<file path="config.mk">
export PLATFORM = sky130hd
export DESIGN_NAME = slave_port_burst
export DESIGN_NICKNAME = d
export VERILOG_FILES = /design/src/rtl/slave_port_burst.sv
export SDC_FILE = /design/constraint.sdc
export NUM_CORES = 1
export LEC_CHECK = 0
export CAP_MARGIN = 10
export CORE_MARGIN = 1.5
export CORE_UTILIZATION = 45
export CTS_BUF_LIST = sky130_fd_sc_hd__clkbuf_8 sky130_fd_sc_hd__clkbuf_16
export DETAILED_ROUTE_END_ITERATION = 8
export HOLD_SLACK_MARGIN = 0.08
export PLACE_DENSITY_LB_ADDON = 0.2
export SLEW_MARGIN = 20
export SYNTH_ARGS = -nofsm -noshare
export SYNTH_HDL_FRONTEND = slang
export SYNTH_SLANG_ARGS = --single-unit
</file>
<file path="constraint.sdc">
create_clock -name clk -period 2.85 [get_ports clk]
set_clock_uncertainty 0.1 [all_clocks]
set_input_delay 0.57 -clock clk [delete_from_list [all_inputs] [get_ports clk]]
set_output_delay 0.57 -clock clk [all_outputs]
set_load 0.02 [all_outputs]
</file>
<file path="src/rtl/slave_port_burst.sv">
// Bit-serial bus slave with a local memory window and base-address decode.
// Header (address, burst length) arrives MSB-first on wr_bus; write bursts
// follow on wr_bus, read bursts return on rd_bus. Addresses outside the
// window park the port in ERR until the master releases master_valid.
module slave_port_burst #(
   parameter int ADDR_WIDTH = 16,
   parameter int DATA_WIDTH = 8,
   parameter int LEN_WIDTH  = 4,
   parameter int MEM_DEPTH  = 64,
   parameter int BASE_ADDR  = 0
) (
   input  logic clk,
   input  logic rstn,
   input  logic mode,
   input  logic wr_bus,
   input  logic master_valid,
   input  logic master_ready,
   output logic rd_bus,
   output logic slave_ready,
   output logic slave_valid,
   output logic slave_err
);
   localparam int IW   = $clog2(MEM_DEPTH);
   localparam int MAXW = (ADDR_WIDTH > LEN_WIDTH)
                         ? ((ADDR_WIDTH > DATA_WIDTH) ? ADDR_WIDTH : DATA_WIDTH)
                         : ((LEN_WIDTH > DATA_WIDTH) ? LEN_WIDTH : DATA_WIDTH);
   localparam int BW   = $clog2(MAXW + 1);
   localparam int WW   = LEN_WIDTH + 1;
   // One extra bit so a window touching the top of the address space still compares correctly
   localparam logic [ADDR_WIDTH:0] WIN_LO = (ADDR_WIDTH+1)'(BASE_ADDR);
   localparam logic [ADDR_WIDTH:0] WIN_HI = (ADDR_WIDTH+1)'(BASE_ADDR + MEM_DEPTH);

   typedef enum logic [2:0] {IDLE, ADDR, LEN, WDATA, RLOAD, RSEND, ERR} state_t;

   state_t                  state, state_nx;
   logic                    mode_q;
   logic [ADDR_WIDTH-1:0]   addr_q;
   logic [LEN_WIDTH-1:0]    len_q, len_nx;
   logic [DATA_WIDTH-1:0]   sh, sh_nx;
   logic [BW-1:0]           bcnt;
   logic [WW-1:0]           wleft;
   logic [IW-1:0]           idx, idx_dec;
   logic                    addr_last, len_last, data_last, in_win, last_word, mem_we;
   logic [DATA_WIDTH-1:0]   mem [MEM_DEPTH];

   assign addr_last = (bcnt == BW'(ADDR_WIDTH - 1));
   assign len_last  = (bcnt == BW'(LEN_WIDTH - 1));
   assign data_last = (bcnt == BW'(DATA_WIDTH - 1));
   assign last_word = (wleft == WW'(1));
   assign len_nx    = (len_q << 1) | LEN_WIDTH'(wr_bus);
   assign sh_nx     = (sh << 1) | DATA_WIDTH'(wr_bus);
   assign in_win    = ({1'b0, addr_q} >= WIN_LO) && ({1'b0, addr_q} < WIN_HI);
   assign idx_dec   = IW'(addr_q - ADDR_WIDTH'(BASE_ADDR));
   assign mem_we    = rstn && (state == WDATA) && master_valid && data_last;

   // Outputs decode from registered state; forced low while reset is asserted
   assign slave_ready = rstn && ((state == ADDR) || (state == LEN) || (state == WDATA));
   assign slave_valid = rstn && (state == RSEND);
   assign slave_err   = rstn && (state == ERR);
   assign rd_bus      = rstn && (state == RSEND) && sh[DATA_WIDTH-1];

   // State register
   always_ff @(posedge clk) begin
      if (!rstn) state <= IDLE;
      else       state <= state_nx;
   end

   // Next-state: header, decode, burst sequencing, abort and error release
   always_comb begin
      state_nx = state;
      case (state)
         IDLE:  if (master_valid) state_nx = ADDR;
         ADDR:  if (!master_valid) state_nx = IDLE;
                else if (addr_last) state_nx = LEN;
         LEN:   if (!master_valid) state_nx = IDLE;
                else if (len_last) state_nx = !in_win ? ERR : (mode_q ? WDATA : RLOAD);
         WDATA: if (!master_valid) state_nx = IDLE;
                else if (data_last && last_word) state_nx = IDLE;
         RLOAD: state_nx = RSEND;
         RSEND: if (master_ready && data_last) state_nx = last_word ? IDLE : RLOAD;
         ERR:   if (!master_valid) state_nx = IDLE;
         default: state_nx = IDLE;
      endcase
   end

   // Datapath: shift registers, bit/word counters and the memory index
   always_ff @(posedge clk) begin
      if (!rstn) begin
         mode_q <= 1'b0;
         addr_q <= '0;
         len_q  <= '0;
         sh     <= '0;
         bcnt   <= '0;
         wleft  <= '0;
         idx    <= '0;
      end else begin
         case (state)
            IDLE: begin
               bcnt <= '0;
               if (master_valid) mode_q <= mode;
            end
            ADDR: if (master_valid) begin
               addr_q <= (addr_q << 1) | ADDR_WIDTH'(wr_bus);
               bcnt   <= addr_last ? '0 : bcnt + BW'(1);
            end
            LEN: if (master_valid) begin
               len_q <= len_nx;
               bcnt  <= len_last ? '0 : bcnt + BW'(1);
               if (len_last) begin
                  idx   <= idx_dec;
                  wleft <= WW'(len_nx) + WW'(1);
               end
            end
            WDATA: if (master_valid) begin
               sh <= sh_nx;
               if (data_last) begin
                  bcnt  <= '0;
                  idx   <= idx + IW'(1);
                  wleft <= wleft - WW'(1);
               end else begin
                  bcnt <= bcnt + BW'(1);
               end
            end
            RLOAD: begin
               sh   <= mem[idx];
               bcnt <= '0;
            end
            RSEND: if (master_ready) begin
               sh <= sh << 1;
               if (data_last) begin
                  bcnt  <= '0;
                  idx   <= idx + IW'(1);
                  wleft <= wleft - WW'(1);
               end else begin
                  bcnt <= bcnt + BW'(1);
               end
            end
            default: ;
         endcase
      end
   end

   // Word commit on the edge that accepts the final data bit; contents survive reset
   always_ff @(posedge clk) begin
      if (mem_we) mem[idx] <= sh_nx;
   end

endmodule
</file>
Word level (Yosys, flattened, before mapping)
Memory sizes are Yosys's and may differ from the RTL's. A register that Yosys moved wholly into a read port is not among the register bits.
Index checks and enable logic that the tools add are counted.
- bits in registers: 47
- bits in writable memories: 512
- memories kept: 1
- output and inout bits: 4
- word-level logic and storage cells: 101
- input port bits: 6
- bitwise operators: 3
- equal/unequal tests: 21
- muxes and demuxes: 40
- reduce and logical (&&, ||, !) cells: 23
- magnitude comparators: 1
- add/sub/neg operators: 4
- memories (memory ; depth ; width ; read ports ; clocked after Yosys merged registers in ; write ports ; line ; text):
    mem ; 64 ; 8 ; 1 ; 1 ; 1 ; 44 ; logic [DATA_WIDTH-1:0] mem [MEM_DEPTH];
- operator list (operator ; count):
    $mux W5 ; 12
    $mux W6 ; 7
    $mux W3 ; 12
    $pmux W5 S5 ; 1
    $pmux W8 S3 ; 1
    $pmux W3 S7 ; 1
    $pmux W6 S3 ; 1
    $lt A16 B7 Y1 const B ; 1
    $mux W8 ; 2
    $or A16 B1 Y16 ; 1
    $pmux W5 S3 ; 1
    $ne A2 B2 Y1 const B ; 7
    $reduce_and A5 Y1 ; 2
    $eq A3 B3 Y1 const B ; 3
    $logic_and A1 B1 Y1 ; 9
    $or A8 B1 Y8 ; 1
    $add A6 B1 Y6 const B ; 1
    $eq A3 B2 Y1 const B ; 2
    $ne A3 B3 Y1 const B ; 2
    $reduce_and A2 Y1 ; 3
    $reduce_and A6 Y1 ; 1
    $reduce_bool A3 Y1 ; 2
    $add A4 B1 Y5 const B ; 1
    $add A5 B1 Y5 const B ; 1
    15 further kinds ; 17

Longest topological paths before layout
- depth after elaboration: 6
- mapped depth: 9

Worst setup path before layout
No wires, ideal clock.
- kind: register -> register
- from: reg bcnt[0]
- to: mem mem[62][0] (enable)
- data required time: 2379 ps
- arrival: 2042 ps
- path slack: 337 ps
- cell stages (with the launch flop): 8
- library setup time: 371 ps
- cell sequence: dfxtp_1 ha_1 nor4bb_1 clkbuf_1 nand4_1 nor2_1 nand3_1 nor2_1
- word-level cells in the longest chain between the ends: 4
- RTL lines (what ; line ; text):
    from (decl) ; 40 ; logic [BW-1:0] bcnt;
    from (signal assigned) ; 104 ; bcnt <= addr_last ? '0 : bcnt + BW'(1);
    from (signal assigned) ; 108 ; bcnt <= len_last ? '0 : bcnt + BW'(1);
    from (signal assigned) ; 121 ; bcnt <= bcnt + BW'(1);
    $eq A5 B3 Y1 ; 48 ; assign data_last = (bcnt == BW'(DATA_WIDTH - 1));
    $logic_and A1 B1 Y1 ; 54 ; assign mem_we = rstn && (state == WDATA) && master_valid && data_last;
    $mux W1 ; 145 ; if (mem_we) mem[idx] <= sh_nx;
    $mux W1 (not written as such) ; 145 ;
    to (decl) ; 44 ;
No other way between the ends.

==> impl_metrics.ini <==
[routing]
viasPerCell = 5.668
drc = 0
drt_wl_total_um = 50910
antenna_left = 0
drt_first_pass_iters = 5
drtIter0Drc = 1131
wl_per_cell_um = 24.56
vias = 11750

[clocking]
clkSinkCount = 565
root_buffer = clkbuf_16
path_clk_slew_ns = 0.06
htreeDepth = 2
tritoncts = yes
clkLatencyLatePin_ns = 0.62
cts_buffers = 55
clk_path_buf_depth = 3

[logic_synthesis]
synth_edf_count = 512
synth_nets = 1221
synth_top_family_by_area = multiplexers
yosys.area_share.adder_pct = 0.3894
synthSimpleGateAreaFrac_pct = 4.967
synth_top_area_share_pct = 68.35
synth_warnings = 0
avgSynthCellArea_um2 = 18.62
syn_inst = 1208
post-synth-top-area-cell = edfxtp_1
syn_area_um2 = 22490
yosysSeqAreaShare_pct = 73.07
synth_compound_area_share_pct = 3.593
ys_ff_latch = 565
synth-async-reset-ratio_pct = 0
synth.distinct_cells = 57
muxShareOfSynthArea_pct = 16.04
synth_area_leaders = edfxtp_1 68%, mux4_2 14%, dfxtp_1 4.7%
synth_xor_area_share_pct = 0.2336
ys.flop_type = edfxtp_1

[setup_path]
rrSetupSlack_ns = 0.06
cp.arrival_ns = 3.15
cp-start-kind = flip-flop
endpoint_kind = flip-flop
cp_max_fo = 12
path_class = flip-flop to flip-flop
required_ns = 3.21

[grt]
overflow = 0
grt_max_degree = 49
antenna_found_initial = 0
grt_pass1_wl_um = 75490
grt.total_usage_pct = 20.43
grt_pass1_vias = 11730

[pwr]
pwr-share-comb_pct = 2.0
seqPwrFrac_pct = 54.1
swShare_pct = 19.93
p_leak_nw = 8.508
p_per_area_nw_per_um2 = 635.0
ir_drop_mv = 0.4560
p_int_mw = 13.38
p_clk_share_pct = 44.0
p_sw_mw = 3.330

[floorplan]
die-width_um = 226.6
ioPinCount = 10
start_util_pct = 45.76
die-area_um2 = 51330
core_um2 = 49150
dieHeight_um = 226.6
num_rows = 81

[placed_design]
dpl.cell_count = 1956
dp_hpwl_um = 32750
gp_congestion = 0.8085
numPortBuffers = 9
pre_cts_ws_ns = -0.1226

[final_layout]
area_delta_synth_final_pct = 16.97
nFillCells = 3879
final_nets = 1377
multi_input_area_um2 = 5692
mostFrequentLayoutCells = 512 x edfxtp_1, 151 x buf_4, 142 x mux4_2
final_cells = 2073
mostFrequentLayoutCell = edfxtp_1
final_util_pct = 53.52
drive_gt1_share_pct = 29.74
diodes = 0
register_area_um2 = 16460

[job]
maxCapViolCount = 0

[run_status]
status = complete, no violations

[timing]
slew_violations = 0
setup_viol = 0
max_slew_margin_pct = 38.47
finalHoldViolCount = 0
timing.hold.ws_ns = 0.3408
fin_ws_ns = 0.05982
tightestPinTransition_ns = 0.9229
finalCritPeriodShare_pct = 97.90
fin_crit_ns = 2.790
max_freq_mhz = 358.4

[worst_hold_path]
min_path_type = input port to flip-flop
-- final timing paths --
path           endpoint  startpoint  cells after the start
min reg2reg  addr_q[15]  addr_q[15]                      2
max reg2reg       sh[6]   flip-flop                      7
min            len_q[0]      wr_bus                      3
max               sh[6]   flip-flop                      7
-- power by group through the flow --
stage | Clock, mW | Sequential (mW) | Combinational, mW
6_report | 7.34 | 9.04 | 0.326
2_1_floorplan | 0 | 9.21 | 0.190
3_3_place_gp | 0 | 9.21 | 0.317
5_1_grt | 7.79 | 9.03 | 0.358
3_5_place_dp | 0 | 9.21 | 0.327
4_1_cts | 7.49 | 9.04 | 0.325
-- area by class of cell --
cell class	count	share of cell area [%]
sequential	565	62.56
multi-input combinational	560	21.63
timing repair buffer	173	5.540
clock buffer	58	5.474
tap	664	3.158
clock inverter	44	1.503
inverter	9	0.1284
-- per-stage QoR --
step                 TNS [ns]  power [mW]  instance area, µm²
floorplan                   0       9.397               22490
global placement      -0.1670       9.529               24330
detailed placement     -1.440       9.541               24330
CTS                         0       16.85               26170
global route        -0.002902       17.18               26310
finish                      0       16.71               26310
-- cell usage after synthesis, drive strengths merged, types with 2 or more instances --
| cell type | number |
|---|---|
| o21a | 7 |
| nor4 | 3 |
| a221oi | 2 |
| nor3 | 11 |
| nand2b | 7 |
| or3b | 2 |
| xnor2 | 2 |
| o2111ai | 2 |
| nand4 | 5 |
| xor2 | 4 |
| nor2 | 96 |
| a31o | 2 |
| nand2 | 70 |
| or3 | 9 |
| mux2 | 7 |
| a31oi | 3 |
| o21ai | 10 |
| and3 | 4 |
| nor4b | 2 |
| and2 | 4 |
| nand3 | 12 |
| clkbuf | 39 |
| nor3b | 4 |
| a22oi | 8 |
| buf | 35 |
| nand3b | 3 |
| dfxtp | 53 |
| edfxtp | 512 |
| nor4bb | 2 |
| mux2i | 33 |
| inv | 8 |
| a21o | 2 |
| nor2b | 7 |
| o211ai | 11 |
| a21oi | 36 |
| ha | 7 |
| a21boi | 5 |
| mux4 | 142 |
| a211oi | 8 |
| a2111oi | 7 |
| o22ai | 9 |
-- flip-flops by register name, summed over array words and instances (netlist names), named ones only --
signal	count
len_q	3
wleft	5
sh	8
mem	512
addr_q	16
mode_q	1
bcnt	5
idx	6
state	3
-- repair_timing --
item / 4_1_cts / 5_1_grt
pin swaps: 0 / 2
resized for setup: 5 / 10
hold buffers: 0 / 0
setup endpoints to repair: 3 / 47
setup buffers: 0 / 15
-- per-layer routing --
metal,global-route usage [%],wire [µm]
met5,0,0
met4,6.344,1243
met3,3.188,2438
met2,32.36,24700
met1,29.34,22530
-- worst max-delay path: stages (launching register included) --
cell	delay [ns]
dfxtp_4	0.44
buf_12	0.17
buf_12	0.17
mux4_2	0.55
mux4_2	0.52
mux2_2	0.32
a211oi_1	0.25
a2111oi_0	0.10
-- kinds of logic (layout without fill, tap and decap cells) --
| kind of cell | Yosys count | in the layout |
|---|---|---|
| buffers and inverters | 83 | 284 |
| and+or+nand+nor | 244 | 244 |
| adders and majority gates | 7 | 7 |
| xor gates and xnor gates | 6 | 6 |
| DFF | 565 | 565 |
| muxes | 182 | 182 |
| AOI/OAI and AO/OA | 121 | 121 |
No activity file was read; power rests on OpenSTA's default activity.
==> variant (same settings) <==
`DATA_WIDTH`: 8 -> 4.
--- a/src/rtl/slave_port_burst.sv
+++ b/src/rtl/slave_port_burst.sv
@@ -4,7 +4,7 @@
 // window park the port in ERR until the master releases master_valid.
 module slave_port_burst #(
    parameter int ADDR_WIDTH = 16,
-   parameter int DATA_WIDTH = 8,
+   parameter int DATA_WIDTH = 4,
    parameter int LEN_WIDTH  = 4,
    parameter int MEM_DEPTH  = 64,
    parameter int BASE_ADDR  = 0
Formal check against the unedited RTL: no difference found for any inputs over 10 cycles, from zero or initial values and one cycle with rstn low; that may be too few to reach the edited logic, so the function may still have changed.
==> variant against the unedited design <==
Setup slack improved by 0.028 ns; sequential cell count fell by 260; wire length fell by 42%; total power fell by 44%; cell area fell by 44%; area after synthesis fell by 44%; sequential share of layout area fell by 3.5 points; fmax rose by 1.0%; critical endpoint is now slave_valid; hold slack got worse by 0.12 ns; largest cell class unchanged.
==> variant: results (changes against the unedited design) <==
metric,value,unit,change
gp_congestion,0.913,,was 0.809
h-tree-depth,1,,was 2
vias,7605,,was 11700
p_leak,4.70,nW,was 8.51 nW
dp_hpwl,19600,um,was 32700 um
grt_pass1_wl,45300,um,was 75500 um
switchingPower,0.00202,W,was 0.00333 W
worstPathArrival,2.09,ns,was 3.15 ns
r2r_end,sh[1]$_SDFFE_PN0P_,,was sh[6]$_SDFFE_PN0P_
synth_nets,849,,was 1221
rrSetupSlack,0.14,ns,was 0.06 ns
drive_above_1_share,22.0,%,was 29.7%
vdd_ir_drop_max,0.597,mV,was 0.456 mV
grt_max_degree,43,,was 49
grt_pass1_vias,7720,,was 11700
synth_edf_count,256,,was 512
cp_slowest_cell,clkdlybuf4s50_1,,was mux4_2
cts_buffers,30,,was 55
synth_commonest_cells,"edfxtp_1, nor2_1, nand2_1",,"was edfxtp_1, mux4_2, nor2_1"
status,completed,,unchanged
cp_max_fo,3,,was 12
layout.nets,934,,was 1377
reg_top3,"mem: 256 flops, addr_q: 16 flops, idx: 6 flops",,"was mem: 512 flops, addr_q: 16 flops, sh: 8 flops"
synth_cell_types,68,,was 57
seq_area_frac_synth,68.5,%,was 73.1%
cpPeakStageDelay,0.62,ns,was 0.55 ns
## variant: cell types whose count changed after synthesis, sizes merged, moves of 6 or more
| cell | delta |
|---|---|
| a21oi | +15 |
| clkbuf | -20 |
| or3 | -6 |
| mux4 | -86 |
| a22oi | +11 |
| o22ai | -7 |
| mux2i | -19 |
| buf | -15 |
| nand2 | +9 |
| edfxtp | -256 |
## variant: timing repair
item                       4_1_cts  5_1_grt
gates resized for setup          4        1
cloned                           0        0
pin swaps                        0        0
setup endpoints to repair        4        1
## variant: power groups by stage
stage                     combinational, W  sequential, W  clock, W
after floorplan                   0.000278        0.00503         0
after global routing              0.000490        0.00497   0.00424
after CTS                         0.000442        0.00496   0.00407
final                             0.000443        0.00496   0.00401
after global placement            0.000427        0.00505         0
after detailed placement          0.000440        0.00505         0
## variant: cell type report
class | count | area, um2
clock buffer | 32 | 790
clock inverter | 24 | 231
tap | 378 | 473
inverter | 14 | 53.8
multi-input combinational | 477 | 3710
fill | 2254 | 13000
timing repair buffer | 93 | 753
sequential | 305 | 8680
## variant: logic make-up (layout without fill, tap and decap cells)
logic type / after synthesis / count (layout) / synth area share (%)
flops: 305 / 305 / 68.5
simple gates: 251 / 251 / 9.15
compound gates: 137 / 137 / 7.32
mux: 76 / 76 / 11.7
buf+inv: 54 / 163 / 2.26
fa+ha+maj: 7 / 7 / 0.692
xor+xnor: 6 / 6 / 0.415
## variant: worst max-delay path by stage
stage,end,slack [ns],start,cells past startpoint
global placement,rd_bus,-0.01,rstn,5
finish,slave_valid,0.09,rstn,4
detailed placement,rd_bus,-0.02,rstn,5
floorplan,mem[30][0]$_DFFE_PP_,0.45,bcnt[0]$_SDFFE_PN0P_,7
global route,mem[48][0]$_DFFE_PP_,0.005,bcnt[0]$_SDFFE_PN0P_,7
CTS,slave_ready,0.03,rstn,4
## variant: layer usage
| layer | vias to the layer above | global-route usage, % | wire (um) |
|---|---|---|---|
| li1 | 3423 | - | - |
| met1 | 3863 | 28.9 | 12600 |
| met2 | 269 | 34.7 | 14100 |
| met3 | 50 | 2.78 | 1950 |
| met4 | 0 | 5.81 | 603 |
| met5 | - | 0 | 0 |
## variant: worst min-delay path, stage by stage
cell and delay [ns]:
buf_2 0.14, nand2_1 0.06, a21oi_1 0.05
## variant: through the flow
stage	hold WS, ns	std cells	setup slack [ns]	cell area (um2)
after floorplan	0.336	836	0.453	12700
after global placement	0.352	1267	-0.0111	13700
after detailed placement	0.361	1267	-0.0237	13700
after CTS	0.206	1323	0.0287	14700
after global routing	0.235	1323	0.00514	14700
final	0.218	1323	0.0882	14700
